===== src/rtl/sw_operand_debounce.sv =====
// ---------------------------------------------------------------------------
// sw_operand_debounce
//   Input stage of the adder/subtractor demo. Synchronises the nine raw board
//   switches (SW15..SW8, SW0) into the CLK domain and debounces each bit
//   independently. A bit's debounced value follows the switch only after the
//   switch has disagreed with it on STABLE_SAMPLES consecutive sample ticks.
//   One sample tick is generated every INTERVAL clock cycles.
//
// Parameters
//   INTERVAL        sample-tick period in CLK cycles (>= 1)
//   STABLE_SAMPLES  consecutive mismatching ticks needed to update (>= 1)
//
// Ports
//   CLK             system clock, rising edge
//   RST             asynchronous active-high reset
//   SW_IN[8:0]      raw switches: [8:5]=SW15..SW12, [4:1]=SW11..SW8, [0]=SW0
//   a[3:0]          debounced SW15..SW12
//   b[3:0]          debounced SW11..SW8
//   add_sub_signal  debounced SW0 (0 = add, 1 = subtract)
//   upd             one-cycle pulse in the first cycle new values are visible
// ---------------------------------------------------------------------------
module sw_operand_debounce #(
  parameter int unsigned INTERVAL       = 100000 / 2,
  parameter int unsigned STABLE_SAMPLES = 4
) (
  input  logic       CLK,
  input  logic       RST,
  input  logic [8:0] SW_IN,
  output logic [3:0] a,
  output logic [3:0] b,
  output logic       add_sub_signal,
  output logic       upd
);

  localparam int unsigned NBITS  = 9;
  localparam int unsigned TCNT_W = (INTERVAL > 1) ? $clog2(INTERVAL) : 1;
  localparam int unsigned SCNT_W = $clog2(STABLE_SAMPLES + 1);

  localparam logic [TCNT_W-1:0] TCNT_LAST = TCNT_W'(INTERVAL - 1);
  localparam logic [SCNT_W-1:0] SCNT_LAST = SCNT_W'(STABLE_SAMPLES - 1);

  // Two-flop synchroniser per switch bit
  logic [NBITS-1:0] sync1_q;
  logic [NBITS-1:0] sync2_q;

  always_ff @(posedge CLK or posedge RST) begin
    if (RST) begin
      sync1_q <= '0;
      sync2_q <= '0;
    end else begin
      sync1_q <= SW_IN;
      sync2_q <= sync1_q;
    end
  end

  // Free-running sample-tick counter; its period ignores switch activity
  logic [TCNT_W-1:0] tcnt_q;
  logic [TCNT_W-1:0] tcnt_d;
  logic              tick_c;

  assign tick_c = (tcnt_q == TCNT_LAST);

  always_comb begin
    tcnt_d = tcnt_q + TCNT_W'(1);
    if (tick_c) begin
      tcnt_d = '0;
    end
  end

  always_ff @(posedge CLK or posedge RST) begin
    if (RST) begin
      tcnt_q <= '0;
    end else begin
      tcnt_q <= tcnt_d;
    end
  end

  // Per-bit debounce state: debounced level and mismatch-tick counter
  logic [NBITS-1:0]             db_q;
  logic [NBITS-1:0]             db_d;
  logic [NBITS-1:0][SCNT_W-1:0] scnt_q;
  logic [NBITS-1:0][SCNT_W-1:0] scnt_d;
  logic [NBITS-1:0]             chg_c;
  logic                         upd_q;
  logic                         upd_d;

  // Per-bit update rule, evaluated only on sample ticks. A tick on which the
  // synchronised input agrees with the debounced level restarts the count,
  // so a bounce caught by any tick cancels progress toward an update.
  always_comb begin
    db_d   = db_q;
    scnt_d = scnt_q;
    chg_c  = '0;
    if (tick_c) begin
      for (int unsigned i = 0; i < NBITS; i++) begin
        if (sync2_q[i] == db_q[i]) begin
          scnt_d[i] = '0;
        end else if (scnt_q[i] == SCNT_LAST) begin
          db_d[i]   = sync2_q[i];
          scnt_d[i] = '0;
          chg_c[i]  = 1'b1;
        end else begin
          scnt_d[i] = scnt_q[i] + SCNT_W'(1);
        end
      end
    end
  end

  // Several bits flipping on one tick collapse into a single pulse
  assign upd_d = |chg_c;

  always_ff @(posedge CLK or posedge RST) begin
    if (RST) begin
      db_q   <= '0;
      scnt_q <= '0;
      upd_q  <= 1'b0;
    end else begin
      db_q   <= db_d;
      scnt_q <= scnt_d;
      upd_q  <= upd_d;
    end
  end

  // Outputs come straight from registers; upd lands with the new data
  assign a              = db_q[8:5];
  assign b              = db_q[4:1];
  assign add_sub_signal = db_q[0];
  assign upd            = upd_q;

endmodule


===== config.mk =====
export PLATFORM = sky130hd
export DESIGN_NAME = sw_operand_debounce
export DESIGN_NICKNAME = d
export VERILOG_FILES = /design/src/rtl/sw_operand_debounce.sv
export SDC_FILE = /design/constraint.sdc
export NUM_CORES = 1
export LEC_CHECK = 0
export ABC_AREA = 1
export CELL_PAD_IN_SITES_DETAIL_PLACEMENT = 1
export CELL_PAD_IN_SITES_GLOBAL_PLACEMENT = 1
export CORE_MARGIN = 10
export CORE_UTILIZATION = 40
export CTS_CLUSTER_DIAMETER = 60
export DETAILED_ROUTE_END_ITERATION = 12
export DONT_BUFFER_PORTS = 1
export GPL_ROUTABILITY_DRIVEN = 0
export GPL_TIMING_DRIVEN = 0
export PLACE_DENSITY = 0.79
export SLEW_MARGIN = 0
export SYNTH_ARGS = -nofsm -noshare
export SYNTH_HDL_FRONTEND = slang
export SYNTH_SLANG_ARGS = --single-unit

===== constraint.sdc =====
create_clock -name CLK -period 2.3 [get_ports CLK]
set_clock_uncertainty 0.05 [all_clocks]
set_input_delay 0.46 -clock CLK [delete_from_list [all_inputs] [get_ports CLK]]
set_output_delay 0.46 -clock CLK [all_outputs]
set_load 0.05 [all_outputs]

==> impl_metrics.toml <==
[outcome]
status = "finished, final reports clean"

[route]
vias_per_cell = 4.85
drt-total-wl_um = 7060
drcViolationCount = 0
routedWlPerCell_um = 14.1
ant_nets = 0
vias = 2437
drt-initial-drc-count = 74
drtPass1Iterations = 5

[worst_setup_path]
startpoint_type = "register"
startpoint = "tcnt_q[0]"
end_kind = "register"
cp.arrival_ps = 1850
critPathMaxFanout = 10
crit_type = "reg -> reg"
required_ps = 2530
r2r_start = "tcnt_q[0]"
reg2reg_slack_ps = 680

[final_layout]
syn2layout_area_growth_pct = 10.0
diodes = 0
nFillCells = 971
seq_area_mm2 = 0.00178
fin_nets = 414
drive_gt1_frac = 0.108
final_core_util = 0.449
multi_input_comb_area_mm2 = 0.00124

[clock_network]
clock-sinks = 71
cts_buffers = 9
postCtsHoldBufs = 0
root_buffer = "clkbuf_8"
tritoncts = "done"
worstSkewPairLatency_ps = 340
h-tree-depth = 3
clk_path_buf_depth = 2
post_cts_buffers = 0
path_clk_slew_ps = 80
ctsResizeCount = 0

[timing]
fin_setup_tns_ps = 0
finalCriticalPeriod_ps = 1620
max_slew_margin = 0.437
finalWorstSetupSlack_ps = 681
rsz0062_at_grt = "no"
fmax_ghz = 0.618
finalMaxSlewViolations = 0
max_slew.worst_pin.slew_ps = 843
min_period_over_period = 0.704
finalHoldViolations = 0
finalSetupViolations = 0

[floorplanning]
fp-row-count = 33
ioPinCount = 21
start_util = 0.408
dieArea_mm2 = 0.0124
dieWidth_um = 111
core_mm2 = 0.00818
chipHeight_um = 111

[global_route]
track_usage = 0.117
grt_start_max_net_pins = 39
grt_pass1_wl_um = 12200
gr-total-overflow = 0
grt_pass1_vias = 2558
antenna_found_initial = 0

[synth]
synth-seq-cells = 71
synth_fp_nets = 402
syn-cell-area_mm2 = 0.00334
syn_area_per_cell_um2 = 8.76
netlist_instances = 381
ys_seq_area_frac = 0.533
ys_warn_count = 0
ys_types = 27

[power_and_ir_drop]
ir_drop_v = 0.000255
pwr_density_cell_mw_per_mm2 = 619
leakage_nw = 1.89

[flow_run]
maxCapViolCount = 0

[hold_path]
min_from = "SW_IN[6]"
hold_class = "in -> reg"

[place]
io_buffers = 0
hpwlAfterDp_um = 5200
place_ws_ps = 670
## cell families after synthesis
group,share of synthesized area
buffers and inverters,0.0957
AOI/OAI and AO/OA,0.0821
adders and majority gates,0.0375
and+or+nand+nor,0.236
xor gates and xnor gates,0.0158
DFF,0.533
## path summary, 6_finish.rpt
check                      cells after the start         end
max reg2reg                                   10     db_q[3]
min reg2reg                                    0  sync2_q[4]
min in group asynchronous                      1   tcnt_q[4]
max in group asynchronous                      2     db_q[5]
min                                            0  sync1_q[6]
max                                           10     db_q[3]
## layout by cell type, fill, tap and decap left out, drive strengths merged, types with 2 or more instances in the layout
master	synthesis	routed
inv	64	63
a21oi	3	3
nand3	30	30
o21ai	28	28
or2	2	2
a21boi	3	3
xor2	6	6
ha	10	10
clkbuf	0	11
nor2	46	46
clkinvlp	0	2
clkinv	0	2
o21a	5	5
buf	6	7
and2	3	3
nand4	5	5
nor3	6	6
dfrtp	71	71
nand2	90	90
## registers in the layout, indices dropped and copies added (netlist names)
register and count:
scnt_q 27, tcnt_q 16, upd 1, db_q 9, sync1_q 9, sync2_q 9
## layer usage
layer	global-route usage	vias up	wire length, um
li1	-	1208	-
met2	0.200	20	3570
met5	0	-	0
met3	0.0330	10	186
met4	0.0360	0	82
met1	0.138	1199	3220
## stage by stage
| step | cells | cell area [um2] | power [mW] | hold slack (ps) |
|---|---|---|---|---|
| 5_1_grt | 502 | 3670 | 2.38 | 60.9 |
| 6_report | 502 | 3670 | 2.27 | 88.2 |
| 2_1_floorplan | 381 | 3340 | 1.33 | 281 |
| 3_3_place_gp | 486 | 3470 | 1.35 | 283 |
| 4_1_cts | 502 | 3670 | 2.32 | 74.3 |
| 3_5_place_dp | 487 | 3490 | 1.36 | 286 |
## worst max-delay path, cell delays in order, from the launching register on
cell     delay, ps
dfrtp_1        370
ha_1           190
nand2_2         80
nor2_4         130
inv_2           70
nor2_4         120
nand2_4        110
inv_4          120
buf_12         140
nand3_1         80
nand2_1         80
## cell usage after synthesis
master / count / area share
nor3b_1: 1 / 0.0023
o21ai_2: 12 / 0.032
nand2_2: 2 / 0.0038
nand4_1: 5 / 0.0094
nand2_1: 87 / 0.098
a21boi_0: 3 / 0.0068
a21oi_1: 3 / 0.0045
nand3_1: 30 / 0.045
buf_12: 1 / 0.0060
dfrtp_1: 71 / 0.53
ha_1: 10 / 0.038
o21a_1: 5 / 0.011
nor2_1: 44 / 0.050
xor2_1: 6 / 0.016
a31oi_1: 1 / 0.0019
nand2_4: 1 / 0.0034
inv_2: 2 / 0.0023
nor3_1: 6 / 0.0090
o21ai_1: 10 / 0.015
and2_1: 3 / 0.0056
o21ai_0: 6 / 0.0090
nor2_4: 2 / 0.0068
inv_4: 1 / 0.0019
o21bai_1: 1 / 0.0023
or2_2: 2 / 0.0038
buf_6: 5 / 0.017
inv_1: 61 / 0.069
## power breakdown
part           switching, mW  leakage [nW]  internal (mW)
clock                  0.452        0.0892          0.492
sequential           0.00831         0.936           1.26
combinational         0.0431         0.866         0.0129
## layout make-up
cell class / instances / area share
plain buffers: 6 / 0.0208
clock inverters: 4 / 0.0130
inverters: 64 / 0.0672
flip-flops and latches: 71 / 0.484
well taps: 105 / 0.0358
clock buffers: 11 / 0.0358
repair buffers: 1 / 0.00546
multi-input cells: 240 / 0.338
(Power assumes the default switching activity.)
